$ cat config.mk
export PLATFORM = sky130hd
export DESIGN_NAME = song_select_ctrl
export DESIGN_NICKNAME = d
export VERILOG_FILES = /design/src/rtl/song_select_ctrl.sv
export SDC_FILE = /design/constraint.sdc
export NUM_CORES = 1
export LEC_CHECK = 0
export ABC_CLOCK_PERIOD_IN_PS = 3950
export BUFFER_PORTS_ARGS = -buffer_cell sky130_fd_sc_hd__buf_2
export CORE_MARGIN = 3
export CORE_UTILIZATION = 33
export DETAILED_ROUTE_END_ITERATION = 16
export MAX_ROUTING_LAYER = met4
export PLACE_DENSITY = 0.45
export SLEW_MARGIN = 20
export SYNTH_ARGS = -nofsm -noshare
export SYNTH_HDL_FRONTEND = slang
export SYNTH_SLANG_ARGS = --single-unit
$ cat constraint.sdc
create_clock -name clk -period 3.95 [get_ports clk]
set_input_delay 0.395 -clock clk [delete_from_list [all_inputs] [get_ports clk]]
set_output_delay 0.395 -clock clk [all_outputs]
set_load 0.02 [all_outputs]
$ cat src/rtl/song_select_ctrl.sv
// Song-selection UI controller: debounces four push buttons and walks MENU/SELECT/PLAY,
// producing the selected song number and one-cycle play start/stop requests.
module song_select_ctrl #(
  parameter int DEBOUNCE_CYCLES = 2000000,
  parameter int SONG_MAX        = 3
) (
  input  logic       clk,
  input  logic       reset,
  input  logic       btn_up,
  input  logic       btn_down,
  input  logic       btn_ok,
  input  logic       btn_back,
  input  logic       song_done,
  output logic [3:0] num,
  output logic [2:0] mode,
  output logic       play_start,
  output logic       play_stop
);

  localparam int CNT_W = (DEBOUNCE_CYCLES > 1) ? $clog2(DEBOUNCE_CYCLES) : 1;
  localparam logic [CNT_W-1:0] CNT_LAST = CNT_W'(DEBOUNCE_CYCLES - 1);
  localparam logic [3:0] NUM_MAX = 4'(SONG_MAX);

  localparam logic [2:0] MENU   = 3'b001;
  localparam logic [2:0] SELECT = 3'b010;
  localparam logic [2:0] PLAY   = 3'b100;

  localparam int UP   = 0;
  localparam int DOWN = 1;
  localparam int OK   = 2;
  localparam int BACK = 3;

  logic [3:0]       raw;
  logic [3:0]       sync_p0, sync_p1;
  logic [3:0]       lvl_p2, lvl_p3;
  logic [3:0]       press_p3;
  logic [CNT_W-1:0] cnt_p2 [4];
  logic [3:0]       ev;
  logic [2:0]       mode_nx;
  logic [3:0]       num_nx;
  logic             start_nx, stop_nx;

  assign raw = {btn_back, btn_ok, btn_down, btn_up};

  // Stage 0/1: two-flop synchronizers
  always_ff @(posedge clk or posedge reset) begin
    if (reset) begin
      sync_p0 <= '0;
      sync_p1 <= '0;
    end else begin
      sync_p0 <= raw;
      sync_p1 <= sync_p0;
    end
  end

  // Stage 2: debounced level flips only after DEBOUNCE_CYCLES consecutive disagreeing samples
  always_ff @(posedge clk or posedge reset) begin
    if (reset) begin
      lvl_p2 <= '0;
      for (int i = 0; i < 4; i++) cnt_p2[i] <= '0;
    end else begin
      for (int i = 0; i < 4; i++) begin
        if (sync_p1[i] == lvl_p2[i]) begin
          cnt_p2[i] <= '0;
        end else if (cnt_p2[i] == CNT_LAST) begin
          lvl_p2[i] <= sync_p1[i];
          cnt_p2[i] <= '0;
        end else begin
          cnt_p2[i] <= cnt_p2[i] + CNT_W'(1);
        end
      end
    end
  end

  // Stage 3: rising-edge press pulses; releases are ignored
  always_ff @(posedge clk or posedge reset) begin
    if (reset) begin
      lvl_p3   <= '0;
      press_p3 <= '0;
    end else begin
      lvl_p3   <= lvl_p2;
      press_p3 <= lvl_p2 & ~lvl_p3;
    end
  end

  // Only the highest-priority press survives; the rest are dropped, not queued
  always_comb begin
    ev = '0;
    if (press_p3[BACK])      ev[BACK] = 1'b1;
    else if (press_p3[OK])   ev[OK]   = 1'b1;
    else if (press_p3[UP])   ev[UP]   = 1'b1;
    else if (press_p3[DOWN]) ev[DOWN] = 1'b1;
  end

  always_comb begin
    mode_nx  = mode;
    num_nx   = num;
    start_nx = 1'b0;
    stop_nx  = 1'b0;
    case (mode)
      MENU: begin
        if (ev[OK]) begin
          mode_nx = SELECT;
          num_nx  = 4'd1;
        end
      end
      SELECT: begin
        if (ev[BACK]) begin
          mode_nx = MENU;
        end else if (ev[OK]) begin
          mode_nx  = PLAY;
          start_nx = 1'b1;
        end else if (ev[UP]) begin
          num_nx = (num >= NUM_MAX) ? 4'd1 : num + 4'd1;
        end else if (ev[DOWN]) begin
          num_nx = (num <= 4'd1) ? NUM_MAX : num - 4'd1;
        end
      end
      PLAY: begin
        if (ev[BACK]) begin
          mode_nx = SELECT;
          stop_nx = 1'b1;
        end else if (song_done) begin
          mode_nx = SELECT;
        end
      end
      default: begin
        mode_nx = MENU;
        num_nx  = 4'd1;
      end
    endcase
  end

  // Stage 4: registered outputs
  always_ff @(posedge clk or posedge reset) begin
    if (reset) begin
      mode       <= MENU;
      num        <= 4'd1;
      play_start <= 1'b0;
      play_stop  <= 1'b0;
    end else begin
      mode       <= mode_nx;
      num        <= num_nx;
      play_start <= start_nx;
      play_stop  <= stop_nx;
    end
  end

endmodule

* Yosys cells after proc, flatten, opt, wreduce, memory -nomap -nowiden *
Index checks and enable logic that the tools add are counted.

cells by class
  $lt $le $gt $ge = 2
  add/sub/neg operators = 6
  equality and inequality tests = 17
  bitwise logic cells = 7
  multiplexer cells = 34
  reduce and logical (&&, ||, !) cells = 6

operator list
  kind                   count
  $mux 21                8
  $add 21x1->21 const B  4
  $eq 21x21->1 const B   4
  $mux 4                 7
  $mux 3                 6
  $pmux 4 s3             1
  $mux 1                 10
  $ne 3x3->1 const B     3
  $pmux 3 s3             1
  $reduce_and 2->1       4
  $ne 2x2->1 const B     3
  $not 1->1              5
  $reduce_and 5->1       1
  $add 4x1->4 const B    1
  $and 4x4->4            1
  $eq 1x1->1             4
  $ge 4x2->1 const B     1
  $le 4x1->1 const B     1
  $not 4->4              1
  $sub 4x1->4 const B    1
  $eq 3x1->1 const B     1
  $eq 3x2->1 const B     1
  $eq 3x3->1 const B     1
  $reduce_and 3->1       1
  $mux 2                 1

storage, ports and cells
  output and inout port bits = 9
  input port bits = 7
  logic and storage cells = 88
  flip-flop bits (word level) = 113

* Longest topological paths before layout *
Gate-level depths: netlist (run 1).

  depth after elaboration = 9
  gate-level depth with buffers = 7
  mapped depth without buffers = 6

* Least setup slack after synthesis (run 1) *
OpenSTA, ideal clock, no wires.

  kind = register to register
  start point = register cnt_p2[42] (netlist bit)
  end point = register cnt_p2[60] (netlist bit)
  setup time = 78 ps
  buffers on the path = 1
  arrival time = 1840 ps
  path slack = 2032 ps
  required time = 3872 ps
  cell stages (with the launch flop) = 7
  clock period less this slack = 1918 ps
  path through = dfrtp_1 -> ha_1 -> nand2_1 -> or4_1 -> buf_2 -> or4_1 -> a21oi_1

between the ends
  cells in the longest elaborated chain, start to end = 3
  elaborated cells between the ends (all ways) = 4
  those cells by class = add/sub: 1; eq/ne: 1; mux: 2

RTL lines
  what                                           RTL line  source
  start: declaration                             37        logic [CNT_W-1:0] cnt_p2 [4];
  start signal: indexed assignment               69        cnt_p2[i] <= cnt_p2[i] + CNT_W'(1);
  $add 21x1->21 or $eq 21x21->1 (tied branches)  69, 65
  $mux 21 *                                      65        end else if (cnt_p2[i] == CNT_LAST) begin
  $mux 21 *                                      63        if (sync_p1[i] == lvl_p2[i]) begin

Mark *: on every way between the ends. The rest lies on a longest branch, timed or not.
A chain may end at the register's enable or synchronous reset.

* Worst setup path after layout (run 1) *
  start point = register cnt_p2[65] (netlist bit)
  end point = register cnt_p2[82] (netlist bit)

Same word-level chain as after synthesis.

==> summary.md, run 1 <==
| Metric | Value |
|---|---|
| Top FF cell, synth | `dfrtp_1` |
| Post CTS Setup Buffer Count | `0` |
| Buffers & Inverters on Critical Path | `1` |
| Min-Delay Path Class | `input pin to flip-flop` |
| Final Instance Area | `0.006345 sq mm` |
| Met3 wire len | `450 um` |
| PortBufs | `15` |
| Via count of the first global-routing pass | `3912` |
| Post-CTS Hold Buffers | `0` |
| Max-capacitance violation count | `0` |
| Vias/cell | `5.160` |
| Reg clk slew, reported paths | `60 ps` |
| Yosys warnings | `0` |
| P_sw | `0.6011 mW` |
| Total GRT Usage | `0.1371` |
| Setup crit end kind | `flip-flop` |
| Setup WS pre-CTS | `1469 ps` |
| Multi-input logic area | `0.002427 sq mm` |
| Seq. cell area | `0.002830 sq mm` |
| Max_slew headroom | `0.4582` |
| FF-to-FF Start | `cnt_p2[65]$_DFF_PP0_` |
| Period utilisation layout | `0.6280` |
| Min cycle time layout | `2481 ps` |
| FF-to-FF setup slack | `1470 ps` |
| Leak Pwr | `2.587 nW` |
| Register area share after synthesis | `0.5246` |
| H-tree levels | `4` |
| Core ar. | `0.01594 sq mm` |
| # setup viols final | `0` |
| Crit-path slowest cell | `o21ai_1` |
| Die Ht | `133.9 um` |
| CP arrival | `2760 ps` |
| Clock power share | `0.570` |
| Hold Violations, Final | `0` |
| Max Slew Vio Count | `0` |
| Diodes inserted | `0` |
| Crit-path max FO | `11` |
| Worst Setup Path Type | `flip-flop to flip-flop` |
| Finished Layout Cells | `788` |
| R2R cell count | `5` |
| Nets | `573` |
| Max layer used | `met4` |
| DRT Wirelength | `11210 um` |
| Crit-path max cell delay | `610 ps` |
| Hold endpoint | `sync_p0[2]$_DFF_PP0_` |
| Root Driver | `clkbuf_16` |
| CTS Buffer Depth | `2` |
| Critical-path cell list | `nand4_1 > or3_1 > o21ai_1 > buf_4 > a21oi_1` |
| Drt initial violations | `304` |
| Synth Area per Inst | `10.03 sq um` |
| Cells after Synth | `538` |
| RSZ-0062 raised after global routing | `false` |
| Clk_lat worst skew | `410 ps` |
| DRC Markers | `0` |
| Gp weighted congestion | `0.8380` |
| Logic pwr share | `0.026` |
| Dpl cells | `756` |
| Cell Area, Synth | `0.005395 sq mm` |
| Most frequent cells in the layout | `dfrtp_1, nor2_1, nand3_1` |
| Worst setup margin | `1469 ps` |
| Clock Sinks | `113` |
| Die X | `133.9 um` |
| Register bit total from synthesis | `113` |
| Int Pwr | `2.346 mW` |
| Pwr per Cell Area | `464.4 mW/mm^2` |
| Rows | `46` |
| Most common cell after layout, fill and taps aside | `dfrtp_1` |
| Num CTS Buffers | `17` |
| DRT antenna net count | `0` |
| Sw frac | `0.2040` |
| WP data required | `4230 ps` |
| Fraction of layout cells with a size suffix above 1 | `0.1154` |
| Initial core utilization | `0.3384` |
| RR Endpoint | `cnt_p2[82]$_DFF_PP0_` |
| CP startpoint kind | `flip-flop` |
| Sequential Power Share | `0.404` |
| DRT Pass-1 Iters | `5` |
| IO Pins | `16` |
| Post-DR wirelength/cell | `14.22 um` |
| Clock skew | `9.380 ps` |
| Max IR drop VDD | `0.3037 mV` |
| Post-synth EDFFs | `0` |
| First-pass GRT wire length | `19400 um` |
| Hpwl dp | `7422 um` |
| Metal-1 WL | `5505 um` |
| Met2 wire length | `5137 um` |
| Vias | `4066` |
| CTS tree | `built` |
| Fmax | `403.1 MHz` |
| Largest net degree at the start of global routing | `65` |
| Die area | `0.01792 sq mm` |
| Syn Nets | `552` |
| Status | `complete, no violations` |
| Post-CTS Resized | `0` |
| GR Overflow Total | `0` |
| Critical path's top delay family | `simple AND/OR/NAND/NOR gates` |
| Worst slew pin tran | `812.7 ps` |
| Hold Slack | `86.15 ps` |
| Distinct cells, synth | `49` |
| Initial antenna violation count | `0` |
| Hold Path Origin | `btn_ok` |
| Placed Area | `0.005699 sq mm` |
| Crit path depth | `5` |
| Fill count | `1571` |
| Final TNS setup | `0 ps` |
| Layout Area Growth over Synthesis | `17.60%` |
| WHS Path Cells | `1` |
| Ys async rst share | `1.000` |
## kinds of logic after synthesis
| family | Yosys count | synth area share |
|---|---|---|
| buffers and inverters | 35 | 0.02551 |
| and+or+nand+nor | 245 | 0.2481 |
| xor gates and xnor gates | 51 | 0.08279 |
| DFF | 113 | 0.5246 |
| muxes | 4 | 0.008348 |
| adders and majority gates | 7 | 0.01623 |
| AOI/OAI and AO/OA | 83 | 0.09439 |
## metrics by stage
step | utilization | total power [mW]
floorplan | - | 1.264
global placement | 0.3575 | 1.289
detailed placement | 0.3575 | 1.291
CTS | 0.3980 | 3.000
global route | 0.3980 | 3.063
finish | 0.3980 | 2.947
## cells in the mapped netlist, types with 2 or more instances
cell / n / area share
a21o_1: 2 / 0.0028
and3_1: 7 / 0.0081
and4_1: 6 / 0.0097
clkbuf_1: 8 / 0.0056
o21ai_0: 24 / 0.022
mux2_2: 4 / 0.0083
or3_1: 18 / 0.021
or3b_2: 2 / 0.0032
nand2_1: 27 / 0.019
ha_1: 7 / 0.016
nor4b_1: 3 / 0.0049
or4_1: 14 / 0.019
o31ai_1: 11 / 0.015
buf_2: 5 / 0.0046
a31o_2: 2 / 0.0032
dfrtp_1: 111 / 0.51
xor2_1: 27 / 0.044
dfstp_2: 2 / 0.0097
nand4b_1: 3 / 0.0049
nor3_1: 13 / 0.012
nor4_1: 15 / 0.017
and2_1: 4 / 0.0046
buf_1: 3 / 0.0021
nor2b_1: 5 / 0.0058
nand3_1: 32 / 0.030
a21oi_1: 31 / 0.029
nor3b_1: 3 / 0.0042
o21bai_1: 2 / 0.0028
nor2_1: 61 / 0.042
or3_2: 4 / 0.0056
inv_1: 19 / 0.013
nand4_1: 23 / 0.027
xnor2_1: 24 / 0.039
## power by group through the flow
| stage | clock (mW) | combinational [mW] | sequential (mW) |
|---|---|---|---|
| floorplan | 0 | 0.0563 | 1.21 |
| global placement | 0 | 0.0801 | 1.21 |
| detailed placement | 0 | 0.0813 | 1.21 |
| CTS | 1.73 | 0.0815 | 1.19 |
| global route | 1.78 | 0.0907 | 1.19 |
| finish | 1.68 | 0.0776 | 1.19 |
## worst reg2reg max path: stages (launching register included)
cell and delay (ps):
dfrtp_1 440, nand4_1 400, or3_1 550, o21ai_1 610
buf_4 310, a21oi_1 70
## how the worst max path moves through the flow
stage | from | end | slack (ps)
final | cnt_p2[65]$_DFF_PP0_ | cnt_p2[82]$_DFF_PP0_ | 1470
after global routing | cnt_p2[65]$_DFF_PP0_ | cnt_p2[82]$_DFF_PP0_ | 1260
after CTS | cnt_p2[65]$_DFF_PP0_ | cnt_p2[82]$_DFF_PP0_ | 1450
after detailed placement | cnt_p2[65]$_DFF_PP0_ | cnt_p2[80]$_DFF_PP0_ | 1470
after global placement | cnt_p2[65]$_DFF_PP0_ | cnt_p2[80]$_DFF_PP0_ | 1580
after floorplan | reset | cnt_p2[0]$_DFF_PP0_ | 570
## flip-flops by register name, summed over array words and instances, names as in the netlist, 3 cells and up
name and cells:
cnt_p2 84, lvl_p2 4, lvl_p3 4, num 4
press_p3 4, sync_p0 4, sync_p1 4, mode 3
## per-layer routing
| metal | track usage | vias to the layer above |
|---|---|---|
| met5 | - | - |
| li1 | - | 1996 |
| met4 | 0.04114 | 0 |
| met3 | 0.04201 | 9 |
| met1 | 0.1844 | 2003 |
| met2 | 0.2004 | 58 |
## final cells by class
class	count	share of cell area
Sequential cell	113	0.4461
Multi-Input combinational cell	390	0.3826
Clock buffer	22	0.07316
Tap cell	216	0.04260
Clock inverter	10	0.02859
Timing Repair Buffer	18	0.01538
Inverter	19	0.01163
Note: power is estimated with default switching activity, not from simulation.
==> inputs of run 2 (changes only) <==
--- a/config.mk
+++ b/config.mk
@@ -5,13 +5,13 @@
 export SDC_FILE = /design/constraint.sdc
 export NUM_CORES = 1
 export LEC_CHECK = 0
-export ABC_CLOCK_PERIOD_IN_PS = 3950
+export ABC_CLOCK_PERIOD_IN_PS = 2050
 export BUFFER_PORTS_ARGS = -buffer_cell sky130_fd_sc_hd__buf_2
 export CORE_MARGIN = 3
 export CORE_UTILIZATION = 33
 export DETAILED_ROUTE_END_ITERATION = 16
 export MAX_ROUTING_LAYER = met4
-export PLACE_DENSITY = 0.45
+export PLACE_DENSITY = 0.46
 export SLEW_MARGIN = 20
 export SYNTH_ARGS = -nofsm -noshare
 export SYNTH_HDL_FRONTEND = slang
==> constraint.sdc (replaced) <==
create_clock -name clk -period 2.05 [get_ports clk]
set_input_delay 0.205 -clock clk [delete_from_list [all_inputs] [get_ports clk]]
set_output_delay 0.205 -clock clk [all_outputs]
set_load 0.02 [all_outputs]
==> run 2 against run 1 <==
  * Sequential power increased by 92%
  * Via count is 0.39% lower
  * Non-clock buffer count rose by 22
  * Clock power is 74% higher
  * First-iteration DRC count down 42%
  * Largest cell class unchanged
==> summary.md, run 2 (synthesized netlist as in run 1, its figures left out) <==
| Metric | Value |
|---|---|
| Most common cell after layout, fill and taps aside | `dfrtp_1` |
| RR Endpoint | `cnt_p2[61]$_DFF_PP0_` |
| Hold Violations, Final | `0` |
| Buffers & Inverters on Critical Path | `0` |
| GR Overflow Total | `0` |
| Drt initial violations | `175` |
| Leak Pwr | `2.671 nW` |
| Critical-path cell list | `nand3_4 > or4_4 > or4_1 > a21oi_1` |
| PortBufs | `15` |
| DRT Pass-1 Iters | `4` |
| Clock skew | `11.22 ps` |
| Crit-path slowest cell | `or4_4` |
| DRT antenna net count | `0` |
| Crit-path max FO | `9` |
| # setup viols final | `0` |
| Sw frac | `0.2125` |
| CP arrival | `2230 ps` |
| Nets | `595` |
| Die Ht | `133.9 um` |
| DRT Wirelength | `10890 um` |
| Total GRT Usage | `0.1357` |
| Clock Sinks | `113` |
| Reg clk slew, reported paths | `50 ps` |
| Max-capacitance violation count | `0` |
| FF-to-FF setup slack | `150 ps` |
| GRT Max-Usage Layer | `met2` |
| Largest net degree at the start of global routing | `61` |
| First-pass GRT wire length | `19270 um` |
| CTS Buffer Depth | `2` |
| Met1 usage | `0.1790` |
| DRC Markers | `0` |
| Layout Area Growth over Synthesis | `20.15%` |
| Num CTS Buffers | `17` |
| Crit-path max cell delay | `600 ps` |
| Initial antenna violation count | `0` |
| Hpwl dp | `7523 um` |
| Register with the most flip-flops | `cnt_p2` |
| Period utilisation layout | `0.9285` |
| CP startpoint kind | `flip-flop` |
| Hold endpoint | `mode[1]$_DFFE_PP0P_` |
| P_sw | `1.145 mW` |
| Met3 track demand over resource | `0.03826` |
| Post-DR wirelength/cell | `13.46 um` |
| Via count of the first global-routing pass | `4016` |
| CTS tree | `built` |
| Setup WS pre-CTS | `41.11 ps` |
| Grt met2 use | `0.2010` |
| Max_slew headroom | `0.6576` |
| IO Pins | `16` |
| Worst setup margin | `146.5 ps` |
| Die X | `133.9 um` |
| Worst Setup Path Type | `flip-flop to flip-flop` |
| Rows | `46` |
| Die area | `0.01792 sq mm` |
| Clock power share | `0.542` |
| Fraction of layout cells with a size suffix above 1 | `0.1450` |
| Initial core utilization | `0.3384` |
| R2R cell count | `4` |
| Vias | `4050` |
| Clk_lat worst skew | `410 ps` |
| Vias/cell | `5.006` |
| Fmax | `525.3 MHz` |
| Pwr per Cell Area | `831.1 mW/mm^2` |
| Status | `complete, no violations` |
| Max IR drop VDD | `0.6554 mV` |
| Diodes inserted | `0` |
| Sequential Power Share | `0.426` |
| WHS Path Cells | `3` |
| Logic pwr share | `0.032` |
| Gp weighted congestion | `0.7821` |
| Critical path's top delay family | `simple AND/OR/NAND/NOR gates` |
| Max Slew Vio Count | `0` |
| Core ar. | `0.01594 sq mm` |
| H-tree levels | `4` |
| FF-to-FF Start | `cnt_p2[44]$_DFF_PP0_` |
| Int Pwr | `4.242 mW` |
| Most frequent cells in the layout | `dfrtp_1, nor2_1, nand3_1` |
| Finished Layout Cells | `809` |
| RSZ-0062 raised after global routing | `false` |
| Max reg flops | `84` |
| Hold Path Origin | `song_done` |
| Dpl cells | `773` |
| Post CTS Setup Buffer Count | `0` |
| Final TNS setup | `0 ps` |
| Min-Delay Path Class | `input pin to flip-flop` |
| Crit path from | `cnt_p2[44]$_DFF_PP0_` |
| Worst slew pin tran | `512.5 ps` |
| Hold Slack | `54.31 ps` |
| Min cycle time layout | `1904 ps` |
| Root Driver | `clkbuf_16` |
| Setup crit end kind | `flip-flop` |
| WP data required | `2380 ps` |
==> run 2: cell count changes in the layout (fill, tap and decap cells not counted), sizes merged <==
cell         delta
bufinv          -2
clkbuf          -3
clkinv          +4
clkinvlp        +1
buf            +17
inv             -1
dlygate4sd3     +5
==> run 2: timing repair <==
item / CTS / global route
setup endpoints to repair: 0 / 4
hold buffers: 5 / 0
gates resized for setup: 0 / 2
hold endpoints to repair: 115 / 0
==> run 2: metrics by stage <==
stage	power (mW)	utilization	area [sq um]
3_5_place_dp	2.503	0.3663	5841
2_1_floorplan	2.436	-	5399
6_report	5.388	0.4066	6482
3_3_place_gp	2.500	0.3663	5841
5_1_grt	5.622	0.4066	6482
4_1_cts	5.472	0.4061	6475
==> run 2: worst max-delay path by stage <==
stage,end,slack (ps),cells after the start
2_1_floorplan,cnt_p2[60]$_DFF_PP0_,130,6
3_3_place_gp,cnt_p2[62]$_DFF_PP0_,100,5
3_5_place_dp,cnt_p2[60]$_DFF_PP0_,40,5
4_1_cts,cnt_p2[62]$_DFF_PP0_,30,5
5_1_grt,cnt_p2[19]$_DFF_PP0_,10,4
6_report,cnt_p2[61]$_DFF_PP0_,150,4
==> run 2: cell type report <==
type	count	area, sq um
clock buffer	19	442.9
clock inverter	12	141.4
fill	1566	9460
inverter	19	75.07
multi-input combinational	390	2435
sequential	113	2830
tap	216	270.3
timing repair buffer	40	287.8
==> run 2: worst reg2reg max path, cell delays in order (launching register included) <==
cell	delay, ps
dfrtp_1	440
nand3_4	140
or4_4	600
or4_1	480
a21oi_1	170
==> run 2: power groups by stage <==
stage,sequential (mW),combinational [mW],clock [mW]
2_1_floorplan,2.33,0.109,0
3_3_place_gp,2.33,0.169,0
3_5_place_dp,2.33,0.172,0
4_1_cts,2.29,0.179,3.00
5_1_grt,2.30,0.202,3.12
6_report,2.29,0.171,2.92
==> run 2: per-layer routing <==
| layer | vias to the layer above | routed length, um |
|---|---|---|
| met1 | 1945 | 5407 |
| li1 | 2036 | - |
| met2 | 58 | 5009 |
| met5 | - | 0 |
| met4 | 0 | 137 |
| met3 | 11 | 336 |
